<file path="src/rtl/pipe_skid_stage.sv">
// ============================================================================
// Module   : pipe_skid_stage
// Brief    : Parametrised pipeline stage with valid/ready handshake on both
//            sides and a two-entry (main + skid) buffer. Full throughput,
//            registered ready/valid, synchronous flush.
// Options  : PIPE_STALL_CNT_EN adds a saturating backpressure cycle counter
//            on the stall_cnt port (width CNT_WIDTH).
// Revision : 1.0 - initial release
// ============================================================================
`default_nettype none

module pipe_skid_stage #(
  parameter int              WIDTH       = 32,
  parameter logic [WIDTH-1:0] RESET_VALUE = '0
`ifdef PIPE_STALL_CNT_EN
  ,parameter int             CNT_WIDTH   = 16
`endif
) (
  input  logic             clk,
  input  logic             rst_n,
  input  logic             flush,
  input  logic             in_valid,
  output logic             in_ready,
  input  logic [WIDTH-1:0] in_data,
  output logic             out_valid,
  input  logic             out_ready,
  output logic [WIDTH-1:0] out_data
`ifdef PIPE_STALL_CNT_EN
  ,output logic [CNT_WIDTH-1:0] stall_cnt
`endif
);

  typedef enum logic [1:0] {
    S_EMPTY = 2'd0,
    S_BUSY  = 2'd1,
    S_FULL  = 2'd2
  } state_t;

  state_t           state;
  state_t           state_nxt;
  logic [WIDTH-1:0] main_q;
  logic [WIDTH-1:0] skid_q;
  logic             load_main_in;
  logic             load_main_skid;
  logic             load_skid;
  logic             accept;
  logic             take;

  // Handshake flags are decoded from the state register only, so neither
  // ready nor valid has a combinational path from the opposite side.
  assign out_valid = (state != S_EMPTY);
  assign in_ready  = (state != S_FULL);
  assign out_data  = main_q;

  assign accept = in_valid & in_ready;
  assign take   = out_valid & out_ready;

  // State register.
  always_ff @(posedge clk or negedge rst_n) begin
    if (!rst_n) begin
      state <= S_EMPTY;
    end else begin
      state <= state_nxt;
    end
  end

  // Next-state and data-register load decode; flush overrides everything
  // and suppresses all loads so OUT keeps its last value.
  always_comb begin
    state_nxt      = state;
    load_main_in   = 1'b0;
    load_main_skid = 1'b0;
    load_skid      = 1'b0;
    if (flush) begin
      state_nxt = S_EMPTY;
    end else begin
      case (state)
        S_EMPTY: begin
          if (accept) begin
            load_main_in = 1'b1;
            state_nxt    = S_BUSY;
          end
        end
        S_BUSY: begin
          if (accept && take) begin
            load_main_in = 1'b1;
          end else if (accept) begin
            load_skid = 1'b1;
            state_nxt = S_FULL;
          end else if (take) begin
            state_nxt = S_EMPTY;
          end
        end
        S_FULL: begin
          // in_ready is low here, so only a take can move the state.
          if (take) begin
            load_main_skid = 1'b1;
            state_nxt      = S_BUSY;
          end
        end
        default: begin
          state_nxt = S_EMPTY;
        end
      endcase
    end
  end

  // Main (output) and skid payload registers.
  always_ff @(posedge clk or negedge rst_n) begin
    if (!rst_n) begin
      main_q <= RESET_VALUE;
      skid_q <= RESET_VALUE;
    end else begin
      if (load_main_in) begin
        main_q <= in_data;
      end else if (load_main_skid) begin
        main_q <= skid_q;
      end
      if (load_skid) begin
        skid_q <= in_data;
      end
    end
  end

`ifdef PIPE_STALL_CNT_EN
  // Saturating count of cycles with valid data held back by downstream;
  // only reset clears it, flush does not.
  always_ff @(posedge clk or negedge rst_n) begin
    if (!rst_n) begin
      stall_cnt <= '0;
    end else if (out_valid && !out_ready && (stall_cnt != {CNT_WIDTH{1'b1}})) begin
      stall_cnt <= stall_cnt + CNT_WIDTH'(1);
    end
  end
`endif

endmodule

`default_nettype wire

</file>
<file path="config.mk">
export PLATFORM = sky130hd
export DESIGN_NAME = pipe_skid_stage
export DESIGN_NICKNAME = d
export VERILOG_FILES = /design/src/rtl/pipe_skid_stage.sv
export SDC_FILE = /design/constraint.sdc
export NUM_CORES = 1
export LEC_CHECK = 0
export BUFFER_PORTS_ARGS = -buffer_cell sky130_fd_sc_hd__buf_2
export CELL_PAD_IN_SITES_DETAIL_PLACEMENT = 1
export CELL_PAD_IN_SITES_GLOBAL_PLACEMENT = 1
export CORE_ASPECT_RATIO = 1.4
export CORE_MARGIN = 5
export CORE_UTILIZATION = 45
export CTS_BUF_LIST = sky130_fd_sc_hd__clkbuf_4
export DETAILED_ROUTE_END_ITERATION = 10
export HOLD_SLACK_MARGIN = 0.12
export PLACE_DENSITY_LB_ADDON = 0.05
export SETUP_SLACK_MARGIN = 0.02
export SLEW_MARGIN = 10
export SYNTH_ARGS = -nofsm -noshare
export SYNTH_HDL_FRONTEND = slang
export SYNTH_SLANG_ARGS = --single-unit
</file>
<file path="constraint.sdc">
create_clock -name clk -period 2.3 [get_ports clk]
set_clock_uncertainty 0.2 [all_clocks]
set_input_delay 0.23 -clock clk [delete_from_list [all_inputs] [get_ports clk]]
set_output_delay 0.23 -clock clk [all_outputs]
set_load 0.02 [all_outputs]
</file>
==> metrics.txt <==
status=finished, final reports clean; number of global-route vias before repair=2265; commonest non-fill, non-tap cell in the layout=buf_2; Vias per Instance=5.33; placed instance area=around 3300 sq um; Die Area=8260 sq um; main combinational cell family by area after synthesis=multiplexers; sequential area share after synthesis=56.3%; DPL Wire Length=slightly above 4 mm; Final Non-Filler Cells=372; layout cell share with drive strength beyond 1=51.0%; most frequent cells in the layout=buf_2, dfrtp_1, dlygate4sd3_1; Setup Viol. Count Final=0; max incr delay on CP=0.58 ns; Top Ports=71; clock sink count=between 60 and 70; maximum buffer depth of the clock tree=2; Syn Inst Count=189; slowest CP cell=and4bb_4; Synthesized Nets=226; final instance area=between 3000 and 4000 sq um; Worst path top cell family by delay=buffers and inverters; Final Hold Vio Count=0; largest net degree at the start of global routing=67; H-tree depth=3; clk slew on worst S/H paths=0.10 ns; post-synthesis mux area share=16.7%; DR pass1 iterations=4; Syn. warnings=0; Resized Gates After CTS=0; port bufs=70; initial antenna violation count=0; Final #Nets=~330; power per cell area=840 nW/um^2; XOR/XNOR share of the synthesized area=0%; crit path DAT=2.10 ns; Fin Setup TNS=0 ns; CP bufs+invs=3; worst-path fanout max=33; fin crit period=between 2 and 2.5 ns; Initial Util=46.6%; remaining antenna violation count=0; total core area=6300 sq um; routability cong.=0.667; Slew HR=between 70% and 80%; wire per inst=17.7 um; crit share post-route=88.4%; Max-Cap Viols=0; leakage power=0.00192 uW; GRT Total Usage=17.2%; Layout fillers=647; row count=34; maximum vdd drop=417 uV; Critical Path End Type=flop; Hold Crit Class=input port to asynchronous set/reset pin; reg-to-reg slack, setup=0.38 ns; CTS root buf=clkbuf_4; Peak Freq=around 0.49 GHz; pre-CTS WS=0.364 ns; Final WS setup=0.268 ns; Worst-Skew Late Latency=0.38 ns; Post-Synth Simple-Gate Area=a little over a tenth; Placed Cells=roughly 320; Mapped Area=2940 sq um; post-CTS setup buffers=0; Layout area overhead=29.5%; Adder-Cell Fraction of Synth Area=0%; Post-Syn Area per Cell=15.5 sq um; chip height=roughly 110 um; ys async rst share=100%; worst path required time=2.37 ns; post-synthesis compound-gate area fraction=11.7%; Slew @ Worst Pin=0.377 ns; Yosys reg bits=66; ANT cells=0; hold_buf cts=36; Startpoint Class=input port; CTS tree=done; fin. max-slew vios=0; RSZ-0062 raised after global routing=false; worst path cell trace=dlygate4sd3_1, buf_2, and4bb_4, a21oi_2, buf_4, a221o_1; Vias=1984; Die X=78.3 um; drt total wl=between 6 and 7 mm; GR Overflow Total=0; EDFF count, synth=0; CTS Buf Count=9; count of cell types in the netlist=18; # DRC=0; top_reg_cell synth=dfrtp_1; first-pass GRT wire length=11.1 mm; drt initial violations=74; Setup CP Type=input port to flop
-- Yosys cell counts, drive strengths merged, types with 2 or more instances --
| cell | count | area share (%) |
|---|---|---|
| a221o | 32 | 11 |
| and2 | 33 | 8.5 |
| nand2b | 2 | 0.43 |
| o31ai | 2 | 0.51 |
| mux2 | 32 | 16 |
| buf | 13 | 4.3 |
| dfrtp | 66 | 56 |
| mux2i | 2 | 0.68 |
-- path summary, 6_finish.rpt --
kind                            cells after the start                   from                       end
worst min-delay path                                3                  rst_n  out_data[12]$_DFFE_PN0P_
worst max-delay path                                6                  flush  out_data[30]$_DFFE_PN0P_
worst max register to register                      4   state[1]$_DFFE_PN0P_  out_data[30]$_DFFE_PN0P_
min in group clk                                    1  skid_q[0]$_DFFE_PN0P_     skid_q[0]$_DFFE_PN0P_
worst min register to register                      1  skid_q[0]$_DFFE_PN0P_     skid_q[0]$_DFFE_PN0P_
max in group asynchronous                           3                  rst_n   out_data[1]$_DFFE_PN0P_
-- tightest hold or removal path: stages --
cell	delay, ns
dlygate4sd3_1	0.52
buf_2	0.12
buf_12	0.31
-- kinds of logic after synthesis --
| family | Yosys count |
|---|---|
| buffers and inverters | 13 |
| muxes | 34 |
| AOI/OAI and AO/OA | 35 |
| and+or+nand+nor | 41 |
| DFF | 66 |
-- power breakdown --
group	switching (uW)	internal, uW	leakage [uW]	total (uW)
clock network	387	420	0.0000744	806
logic	343	453	0.00103	796
registers	151	1440	0.000814	1590
-- metrics by stage --
step | hold slack, ns | util, % | total power, uW
floorplan | -0.266 | - | 2110
global placement | 0.0779 | 52.5 | 2340
detailed placement | 0.0774 | 52.5 | 2360
CTS | 0.169 | 60.4 | 3240
global route | 0.171 | 60.4 | 3370
finish | 0.171 | 60.4 | 3190
-- routing by layer --
metal / up-vias / global-route usage (%) / share of wire, %
met1: 1006 / 21.4 / 44
met3: 7 / 3.16 / 4.2
li1: 919 / - / -
met4: 0 / 7.88 / 1.7
met5: - / 0 / 0
met2: 52 / 29.0 / 51
-- final cells by class --
type | count | area [sq um] | share of cell area [%]
clock buffers | 9 | 67.6 | 1.78
clock inverters | 5 | 71.3 | 1.88
multi-input cells | 110 | 1160 | 30.4
flip-flops and latches | 66 | 1650 | 43.4
well taps | 72 | 90.1 | 2.37
repair buffers | 110 | 766 | 20.1
-- sequential cells by signal, indices dropped and copies added, names as in the netlist --
signal,flops
skid_q,32
out_data,32
state,2
No activity file was read; power rests on OpenSTA's default activity.
